--- config.mk ---
export PLATFORM = sky130hd
export DESIGN_NAME = uart_tx
export DESIGN_NICKNAME = d
export VERILOG_FILES = /design/src/rtl/uart_tx_pkg.sv /design/src/rtl/uart_tx_fifo.sv /design/src/rtl/uart_tx.sv
export SDC_FILE = /design/constraint.sdc
export NUM_CORES = 1
export LEC_CHECK = 0
export CAP_MARGIN = 20
export CORE_MARGIN = 2
export CORE_UTILIZATION = 60
export DETAILED_ROUTE_END_ITERATION = 7
export PLACE_DENSITY_LB_ADDON = 0.05
export RECOVER_POWER = 25
export SYNTH_ARGS = -nofsm -noshare
export SYNTH_HDL_FRONTEND = slang
export SYNTH_HIERARCHICAL = 1
export SYNTH_SLANG_ARGS = --single-unit
--- constraint.sdc ---
create_clock -name clk -period 5 [get_ports clk]
set_input_delay 1 -clock clk [delete_from_list [all_inputs] [get_ports clk]]
set_output_delay 1 -clock clk [all_outputs]
set_load 0.05 [all_outputs]
--- src/rtl/uart_tx_pkg.sv ---
// Shared definitions for the UART transmitter: FSM state encodings, the bus
// region base and the parity helper.
package uart_tx_pkg;

    typedef enum logic [2:0] {
        ST_IDLE   = 3'd0,
        ST_START  = 3'd1,
        ST_DATA   = 3'd2,
        ST_PARITY = 3'd3,
        ST_STOP   = 3'd4
    } uart_state_e;

    // Value of bus address bits [31:27] that selects the UART region.
    localparam logic [4:0] UART_REGION_BASE = 5'b1010_0;

    localparam int UART_DATA_W = 8;

    function automatic logic even_parity(input logic [UART_DATA_W-1:0] d);
        return ^d;
    endfunction

endpackage

--- src/rtl/uart_tx_fifo.sv ---
// Synchronous transmit FIFO, DEPTH x 8, head word visible combinationally on o_dout.
module uart_tx_fifo
    import uart_tx_pkg::*;
#(
    parameter int DEPTH = 8
) (
    input  logic                     clk,
    input  logic                     rst,
    input  logic                     i_push,
    input  logic [UART_DATA_W-1:0]   i_din,
    input  logic                     i_pop,
    output logic [UART_DATA_W-1:0]   o_dout,
    output logic                     o_full,
    output logic                     o_empty,
    output logic [$clog2(DEPTH):0]   o_count
);

    localparam int AW = $clog2(DEPTH);
    localparam int CW = AW + 1;

    logic [UART_DATA_W-1:0] r_mem [DEPTH];
    logic [AW-1:0]          r_wr_ptr;
    logic [AW-1:0]          r_rd_ptr;
    logic [CW-1:0]          r_count;
    logic                   w_push_ok;
    logic                   w_pop_ok;

    assign o_full    = (r_count == CW'(DEPTH));
    assign o_empty   = (r_count == '0);
    assign o_count   = r_count;
    assign o_dout    = r_mem[r_rd_ptr];
    assign w_push_ok = i_push & ~o_full;
    assign w_pop_ok  = i_pop & ~o_empty;

    always_ff @(posedge clk) begin
        if (w_push_ok) begin
            r_mem[r_wr_ptr] <= i_din;
        end
    end

    // Pointers wrap naturally because DEPTH is a power of two.
    always_ff @(posedge clk) begin
        if (rst) begin
            r_wr_ptr <= '0;
            r_rd_ptr <= '0;
            r_count  <= '0;
        end else begin
            if (w_push_ok) r_wr_ptr <= r_wr_ptr + AW'(1);
            if (w_pop_ok)  r_rd_ptr <= r_rd_ptr + AW'(1);
            case ({w_push_ok, w_pop_ok})
                2'b10:   r_count <= r_count + CW'(1);
                2'b01:   r_count <= r_count - CW'(1);
                default: r_count <= r_count;
            endcase
        end
    end

endmodule

--- src/rtl/uart_tx.sv ---
// Bus-written UART transmitter with FIFO, 8N1 framing; define UART_PARITY_EN
// to insert an even-parity bit between the data bits and the stop bit.
module uart_tx
    import uart_tx_pkg::*;
#(
    parameter int CLKS_PER_BIT = 16,
    parameter int FIFO_DEPTH   = 8
) (
    input  logic                         clk,
    input  logic                         rst,
    input  logic                         uart_cen,
    input  logic                         uart_wr,
    input  logic [UART_DATA_W-1:0]       uart_wdata,
    output logic                         uart_error,
    output logic                         txd,
    output logic                         tx_busy,
    output logic [$clog2(FIFO_DEPTH):0]  fifo_count
);

    localparam logic [15:0] BAUD_RELOAD = 16'(CLKS_PER_BIT - 1);

    uart_state_e            r_state;
    uart_state_e            w_state_nxt;
    logic [15:0]            r_baud;
    logic [15:0]            w_baud_nxt;
    logic [2:0]             r_idx;
    logic [2:0]             w_idx_nxt;
    logic [2:0]             w_idx_inc;
    logic [UART_DATA_W-1:0] r_shift;
    logic                   r_txd;
    logic                   w_txd_nxt;
    logic                   w_baud_done;
    logic                   w_pop;
    logic                   w_push;
    logic                   w_full;
    logic                   w_empty;
    logic [UART_DATA_W-1:0] w_fifo_dout;

    // Full comes from the registered count, so a same-cycle pop never makes room.
    assign uart_error = uart_cen & (~uart_wr | w_full);
    assign w_push     = uart_cen & uart_wr & ~w_full & ~rst;
    assign txd        = r_txd;
    assign tx_busy    = (r_state != ST_IDLE) | ~w_empty;

    uart_tx_fifo #(
        .DEPTH (FIFO_DEPTH)
    ) u_fifo (
        .clk     (clk),
        .rst     (rst),
        .i_push  (w_push),
        .i_din   (uart_wdata),
        .i_pop   (w_pop),
        .o_dout  (w_fifo_dout),
        .o_full  (w_full),
        .o_empty (w_empty),
        .o_count (fifo_count)
    );

    assign w_baud_done = (r_baud == 16'd0);
    assign w_idx_inc   = r_idx + 3'd1;

    always_comb begin
        w_state_nxt = r_state;
        w_baud_nxt  = w_baud_done ? r_baud : r_baud - 16'd1;
        w_idx_nxt   = r_idx;
        w_txd_nxt   = r_txd;
        w_pop       = 1'b0;
        case (r_state)
            ST_IDLE: begin
                w_txd_nxt = 1'b1;
                if (!w_empty) begin
                    w_pop       = 1'b1;
                    w_state_nxt = ST_START;
                    w_baud_nxt  = BAUD_RELOAD;
                    w_txd_nxt   = 1'b0;
                end
            end
            ST_START: begin
                if (w_baud_done) begin
                    w_state_nxt = ST_DATA;
                    w_baud_nxt  = BAUD_RELOAD;
                    w_idx_nxt   = 3'd0;
                    w_txd_nxt   = r_shift[0];
                end
            end
            ST_DATA: begin
                if (w_baud_done) begin
                    w_baud_nxt = BAUD_RELOAD;
                    if (r_idx == 3'd7) begin
`ifdef UART_PARITY_EN
                        w_state_nxt = ST_PARITY;
                        w_txd_nxt   = even_parity(r_shift);
`else
                        w_state_nxt = ST_STOP;
                        w_txd_nxt   = 1'b1;
`endif
                    end else begin
                        w_idx_nxt = w_idx_inc;
                        w_txd_nxt = r_shift[w_idx_inc];
                    end
                end
            end
`ifdef UART_PARITY_EN
            ST_PARITY: begin
                if (w_baud_done) begin
                    w_state_nxt = ST_STOP;
                    w_baud_nxt  = BAUD_RELOAD;
                    w_txd_nxt   = 1'b1;
                end
            end
`endif
            ST_STOP: begin
                // Chain straight into the next start bit when data is waiting.
                if (w_baud_done) begin
                    if (!w_empty) begin
                        w_pop       = 1'b1;
                        w_state_nxt = ST_START;
                        w_baud_nxt  = BAUD_RELOAD;
                        w_txd_nxt   = 1'b0;
                    end else begin
                        w_state_nxt = ST_IDLE;
                        w_baud_nxt  = 16'd0;
                        w_txd_nxt   = 1'b1;
                    end
                end
            end
            default: begin
                w_state_nxt = ST_IDLE;
                w_baud_nxt  = 16'd0;
                w_txd_nxt   = 1'b1;
            end
        endcase
    end

    always_ff @(posedge clk) begin
        if (rst) begin
            r_state <= ST_IDLE;
            r_baud  <= 16'd0;
            r_idx   <= 3'd0;
            r_txd   <= 1'b1;
        end else begin
            r_state <= w_state_nxt;
            r_baud  <= w_baud_nxt;
            r_idx   <= w_idx_nxt;
            r_txd   <= w_txd_nxt;
        end
    end

    always_ff @(posedge clk) begin
        if (w_pop) begin
            r_shift <= w_fifo_dout;
        end
    end

endmodule

==> key figures, run 1 <==
Clocking
  • Cts hold-fix bufs: 0
  • # Post-CTS Setup Buffers: 0
  • Clock tree root driver cell: clkbuf_8
  • CTS tree: yes
  • Clock buffer count from CTS: 9
  • Worst skew pair latency: approximately 0.37 ns
  • PostCTS Resize Cnt: 0
  • CTS H-tree lvls: 3
  • Num Clock Sinks: between 100 and 150
  • Clock slew at reported path FFs: around 0.10 ns
  • Clk buf depth: 2

Worst setup path
  • CP max-delay cell: or4_4
  • Worst EP required: around 5.3 ns
  • Crit Path Max Fanout: 11
  • Buf+Inv Stages, Crit Path: 0
  • Startpoint types: flop
  • Top delay family on crit path: simple AND/OR/NAND/NOR gates
  • WP data arrival: a little under 4 ns
  • WS Path Type: flop to flop
  • FF-to-FF Start: r_baud[10]$_SDFF_PP0_
  • CP peak stage delay: ~0.63 ns
  • R2R cell count: 10
  • FF-to-FF setup slack: around 1.4 ns
  • CP dominant cell by count: mux2_2
  • RR Endpoint: u_fifo/o_count[3]$_SDFFE_PP0P_
  • CP endpoint kind: flop
  • Worst-path cell chain: or4_4, nor3_4, a21oi_1, nor4_2, o41a_1, ha_1, nand2_1, mux2_2, o41ai_1, mux2_2

Place
  • # port buffers: 18
  • Post-detail-place hpwl: between 5 and 6 mm
  • Place WS: approximately 1.3 ns
  • Gp weighted congestion: approximately 0.8

STA
  • Fmax: 275 MHz
  • Max Slew Vio Count: 0
  • Rel. slew slack: between 30% and 40%
  • Final worst path period share: between 70% and 80%
  • Minimum clock period: about 3.6 ns
  • Tightest Pin Transition: 0.986 ns
  • Fin. Hold Viols: 0
  • Clock Skew: between 0.009 and 0.01 ns
  • Hold Slack: ~0.47 ns
  • Fin worst setup slack: between 1 and 1.5 ns
  • Unrepaired setup endpoints after global routing: false
  • Setup violators final: 0
  • TNS Setup: 0 ns

Route
  • Avg WL per Cell: between 15 and 20 um
  • Pre-Repair DR Iteration Count: 4
  • Initial DRC count: 112
  • DRT antenna net count: 0
  • Drt drc: 0
  • Vias per Instance: 6.06
  • Post-Route WL: approximately 8.3 mm
  • Detailed-route via count: 2872

Finish
  • Antenna diodes: 0
  • P&R area growth vs syn: 8.85%
  • Fillers: between 500 and 600
  • Register Area: between 2000 and 3000 um^2
  • # nets final: around 390
  • Area of the multi-input gates: about 1800 um^2
  • Fraction of layout cells with a size suffix above 1: 17.5%

Power and ir drop
  • P_leak: ~0.0017 uW
  • P per Cell Area: around 450 nW/um^2
  • IR drop worst, VDD: approximately 0.24 mV

Hold path
  • Hold path depth: 2
  • Hold Crit Endpoint: r_idx[2]$_SDFFE_PP0P_
  • Hold path start: r_idx[2]$_SDFFE_PP0P_
  • Hold Path Class: flop to flop

Synthesis
  • Sequential share of the synthesized area: roughly three fifths
  • Yosys reg bits: 108
  • Synth cell count leaders: edfxtp_1, dfxtp_1, nor2_1
  • Area leader, netlist: edfxtp_1
  • Area fraction of the dominant cell type after synthesis: between 40% and 50%
  • Top cells by area, synth: edfxtp_1, dfxtp_1, mux4_2, mux4_1, mux2_2
  • Yosys cell types: 66
  • Async set-or-reset flop fraction in the synthesized netlist: 0%
  • Synth warnings: 6
  • Cell Area, Synth: 4860 um^2
  • Count leader, synth: edfxtp_1
  • Most used DFF post-synth: edfxtp_1
  • Syn Inst Count: 350
  • Synth Net Count: between 300 and 400
  • Syn avg cell area: roughly 14 um^2
  • Post-synth EDFFs: slightly above 70

GRT
  • GRT Util Overall: a little over a fifth
  • Initial antenna violation count: 0
  • Vias in the first global route: 2721
  • Grt ovf: 0
  • First-pass GRT wire length: between 10 and 15 mm
  • Maximum number of pins on one net before global-route repair: 23

Outcome
  • Run status: completed

Flow run
  • Max Cap Viol: 0

Floorplanning
  • Num rows: 32
  • I/O pin total: 19
  • Die Ht: roughly 94 um
  • Total Die Area: between 8000 and 9000 um^2
  • Chip Width: around 94 um
  • Core area: 7810 um^2
  • Initial core utilization: approximately 62%
report_power, final:
group / switching [uW] / total (uW) / internal (uW)
logic: 467 / 772 / 306
registers: 78.9 / 1100 / 1020
clock network: 311 / 504 / 192
worst min-delay path, delay by kind of cell (launching register included):
kind | cells | cell delay [ns]
flip-flops | 1 | 0.33
AO/OA/AOI/OAI | 1 | 0.05
AND/OR/NAND/NOR | 1 | 0.05
cell type report:
type / count / share of cell area, %
multi-input cells: 211 / 34.4
well taps: 102 / 2.41
clock inverters: 6 / 1.02
flip-flops and latches: 108 / 54.4
inverters: 11 / 0.780
clock buffers: 10 / 2.41
repair buffers: 26 / 4.54
flip-flops by register name, indices dropped and copies added (netlist names), named ones only:
name	count
r_shift	8
u_fifo/r_rd_ptr	3
r_idx	3
u_fifo/r_mem	64
u_fifo/r_wr_ptr	3
r_baud	16
u_fifo/o_count	4
txd	1
r_state	3
layout by cell type, fill, tap and decap left out, drive strengths merged, types with 3 or more instances in the layout:
master	count
a211oi	4
a21oi	21
a31oi	5
buf	8
clkbuf	10
clkdlybuf4s50	11
dfxtp	36
dlygate4sd3	7
edfxtp	72
ha	9
inv	16
mux2	11
mux2i	4
mux4	18
nand2	16
nand2b	4
nand3	3
nand4	3
nor2	31
nor3	14
nor4	3
o211ai	3
o21ai	10
o41ai	4
or3	5
or4	3
xnor2	5
xor2	7
worst max path at each step:
stage | startpoint | end | slack [ns] | cells after the start
final | r_baud[10]$_SDFF_PP0_ | u_fifo/o_count[3]$_SDFFE_PP0P_ | 1.37 | 10
after detailed placement | rst | u_fifo/o_count[3]$_SDFFE_PP0P_ | 1.26 | 10
after global routing | r_baud[0]$_SDFF_PP0_ | u_fifo/o_count[2]$_SDFFE_PP0P_ | 1.17 | 14
after floorplan | r_baud[10]$_SDFF_PP0_ | u_fifo/o_count[3]$_SDFFE_PP0P_ | 0.92 | 13
after global placement | rst | u_fifo/o_count[3]$_SDFFE_PP0P_ | 1.34 | 10
after CTS | r_baud[0]$_SDFF_PP0_ | u_fifo/o_count[3]$_SDFFE_PP0P_ | 1.37 | 12
layer usage:
layer | GRT usage, % | routed length (um) | share of wire (%) | up-vias
li1 | - | - | - | 1394
met4 | 5.31 | 79 | 0.95 | 0
met5 | 0 | 0 | 0 | -
met2 | 33.1 | 4130 | 50 | 43
met1 | 29.0 | 3890 | 47 | 1426
met3 | 6.02 | 237 | 2.8 | 9
kinds of logic (layout without fill, tap and decap cells):
| logic type | after synthesis | after routing | share of synthesized area, % |
|---|---|---|---|
| DFF | 108 | 108 | 59.3 |
| and+or+nand+nor | 95 | 95 | 11.2 |
| AOI/OAI and AO/OA | 62 | 62 | 9.05 |
| muxes | 33 | 33 | 12.3 |
| buffers and inverters | 31 | 53 | 3.55 |
| xor gates and xnor gates | 12 | 12 | 2.31 |
| adders and majority gates | 9 | 9 | 2.31 |
stage by stage:
stage	total power (uW)	cells	utilization (%)	cell area, um^2
finish	2370	474	67.8	5300
floorplan	1790	350	-	4860
CTS	2380	474	67.8	5300
global route	2530	474	67.8	5300
detailed placement	1880	458	65.5	5110
global placement	1870	458	65.5	5110
Power figures use the tool's default switching activity.
==> run 2: changes to the inputs <==
--- a/config.mk
+++ b/config.mk
@@ -7,7 +7,7 @@
 export LEC_CHECK = 0
 export CAP_MARGIN = 20
 export CORE_MARGIN = 2
-export CORE_UTILIZATION = 60
+export CORE_UTILIZATION = 55
 export DETAILED_ROUTE_END_ITERATION = 7
 export PLACE_DENSITY_LB_ADDON = 0.05
 export RECOVER_POWER = 25
==> constraint.sdc (replaced) <==
create_clock -name clk -period 3 [get_ports clk]
set_input_delay 0.6 -clock clk [delete_from_list [all_inputs] [get_ports clk]]
set_output_delay 0.6 -clock clk [all_outputs]
set_load 0.05 [all_outputs]
==> run 2 against run 1 <==
Clock power up 67%. Critical endpoint unchanged. Highest routed layer unchanged. Die area increased by 8.7%. Non-clock buffer count rose by 28. Total power is 77% higher. Register-to-register slack worse by 1.3 ns. Via count increased by 5.6%. Design area rose by 6.4%. Wire length is 12% higher.
==> key figures, run 2 (synthesis results as in run 1) <==
GRT
  • Vias in the first global route: 3014 (+11%)
  • GRT Util Overall: 20.4% (-0.56 points)
  • First-pass GRT wire length: 15.3 mm (+10%)
  • Grt ovf: 0 (unchanged)
  • Maximum number of pins on one net before global-route repair: 22 (-4.3%)
  • Initial antenna violation count: 0 (unchanged)

Floorplanning
  • Num rows: 34 (+6.3%)
  • Die Ht: 98.0 um (+4.3%)
  • Total Die Area: 9610 um^2 (+8.7%)
  • Chip Width: 98.0 um (+4.3%)
  • I/O pin total: 19 (unchanged)
  • Initial core utilization: 56.3% (-6.0 points)
  • Core area: 8640 um^2 (+11%)

Route
  • Drt drc: 0 (unchanged)
  • Vias per Instance: 5.97 (-1.5%)
  • Initial DRC count: 147 (+31%)
  • DRT antenna net count: 0 (unchanged)
  • Pre-Repair DR Iteration Count: 4 (unchanged)
  • Post-Route WL: 9.32 mm (+12%)
  • Detailed-route via count: 3033 (+5.6%)
  • Avg WL per Cell: 18.4 um (+4.4%)

STA
  • Clock Skew: 0.0126 ns (+0.00334 ns)
  • TNS Setup: 0 ns (unchanged)
  • Fmax: 338 MHz (+23%)
  • Minimum clock period: 2.96 ns (-0.676 ns)
  • Rel. slew slack: 50.1% (+16 points)
  • Final worst path period share: 98.5% (+26 points)
  • Fin. Hold Viols: 0 (unchanged)
  • Unrepaired setup endpoints after global routing: true
  • Tightest Pin Transition: 0.748 ns (-0.238 ns)
  • Setup violators final: 0 (unchanged)
  • Max Slew Vio Count: 0 (unchanged)

Worst setup path
  • Startpoint types: flop
  • WP data arrival: 3.22 ns (-0.68 ns)
  • CP endpoint kind: flop
  • Worst EP required: 3.26 ns (-2.01 ns)
  • Crit Path Max Fanout: 3 (-8)
  • Buf+Inv Stages, Crit Path: 1 (+1)
  • Worst-path cell chain: or4_4, nor3_4, a21oi_4, nor4_4, o41a_1, buf_4, ha_4, mux2_4, o41ai_4, mux2_4
  • CP peak stage delay: 0.56 ns (-0.07 ns)
  • Top delay family on crit path: simple AND/OR/NAND/NOR gates
  • CP max-delay cell: or4_4
  • WS Path Type: flop to flop
  • CP dominant cell by count: mux2_4

Clocking
  • Worst skew pair latency: 0.37 ns (about the same)
  • CTS tree: yes
  • Cts hold-fix bufs: 0 (unchanged)
  • Num Clock Sinks: 108 (unchanged)
  • Clock slew at reported path FFs: 0.11 ns (about the same)
  • Clock buffer count from CTS: 9 (unchanged)
  • Clock tree root driver cell: clkbuf_8
  • Clk buf depth: 2 (unchanged)
  • CTS H-tree lvls: 3 (unchanged)

Power and ir drop
  • P per Cell Area: 746 nW/um^2 (+66%)
  • IR drop worst, VDD: 0.470 mV (+99%)
  • P_leak: 0.00193 uW (+10%)

Finish
  • # nets final: 416 (+7.2%)
  • Fraction of layout cells with a size suffix above 1: 27.3% (+9.8 points)
  • Largest reg by FF count: u_fifo/r_mem
  • Most common cell after layout, fill and taps aside: edfxtp_1
  • Largest register FFs: 64 (unchanged)
  • Most frequent cells in the layout: edfxtp_1, buf_4, dfxtp_1, nor2_1, a21oi_1
  • P&R area growth vs syn: 15.8%
  • Fillers: 666 (+13%)
  • Largest regs: u_fifo/r_mem: 64 flops, r_baud: 16 flops, r_shift: 8 flops
  • Antenna diodes: 0 (unchanged)
  • Final design utilization: 65.2% (-2.6 points)

Flow run
  • Max Cap Viol: 0 (unchanged)

Place
  • Post-detail-place hpwl: 6.24 mm (+15%)
  • Gp weighted congestion: 0.841 (+4.7%)
  • # port buffers: 18 (unchanged)

Hold path
  • Hold Path Class: flop to flop

Outcome
  • Run status: completed
## run 2: cell type report
type / count / area, um^2 / share of cell area, %
clock buffers: 9 / 124 / 2.20
clock inverters: 7 / 61.3 / 1.09
inverters: 11 / 41.3 / 0.733
well taps: 108 / 135 / 2.40
flip-flops and latches: 108 / 2890 / 51.2
multi-input cells: 211 / 1940 / 34.5
repair buffers: 54 / 445 / 7.91
## run 2: worst min-delay path, cell delays in order (launching register included)
cell and delay, ns:
dfxtp_1 0.33, nand2_1 0.05, a21oi_1 0.05
## run 2: path summary, 6_finish.rpt
check / start / end / slack (ns) / cells past startpoint
max: r_baud[10]$_SDFF_PP0_ / u_fifo/o_count[3]$_SDFFE_PP0P_ / 0.04 / 10
min: r_idx[2]$_SDFFE_PP0P_ / r_idx[2]$_SDFFE_PP0P_ / 0.47 / 2
max reg2reg: r_baud[10]$_SDFF_PP0_ / u_fifo/o_count[3]$_SDFFE_PP0P_ / 0.04 / 10
min reg2reg: r_idx[2]$_SDFFE_PP0P_ / r_idx[2]$_SDFFE_PP0P_ / 0.47 / 2
## run 2: routing by layer
layer / wire [um] / global-route usage (%) / vias to the layer above
met4: 104 / 6.52 / 0
met1: 4060 / 25.8 / 1502
li1: - / - / 1449
met3: 356 / 5.15 / 12
met5: 0 / 0 / -
met2: 4800 / 34.8 / 70
## run 2: where the power goes
| part | internal [uW] | switching [uW] |
|---|---|---|
| registers | 1700 | 107 |
| logic | 670 | 884 |
| clock network | 322 | 518 |
| total | 2690 | 1510 |
## run 2: timing repair
item / 4_1_cts / 5_1_grt
resized for setup: 1 / 10
endpoints found under the setup margin: 1 / 2
buffers inserted: 1 / 3
gates cloned: 0 / 0
pin swaps: 0 / 8
## run 2: through the flow
step	cells	instance area, um^2	hold WS [ns]	total power (uW)	worst slack (ns)
2_1_floorplan	350	4950	0.436	3030	-0.431
3_3_place_gp	488	5370	0.443	3340	0.101
3_5_place_dp	488	5370	0.458	3370	0.0100
4_1_cts	505	5560	0.472	4230	0.00132
5_1_grt	508	5630	0.482	4460	-0.0395
6_report	508	5630	0.470	4200	0.0439
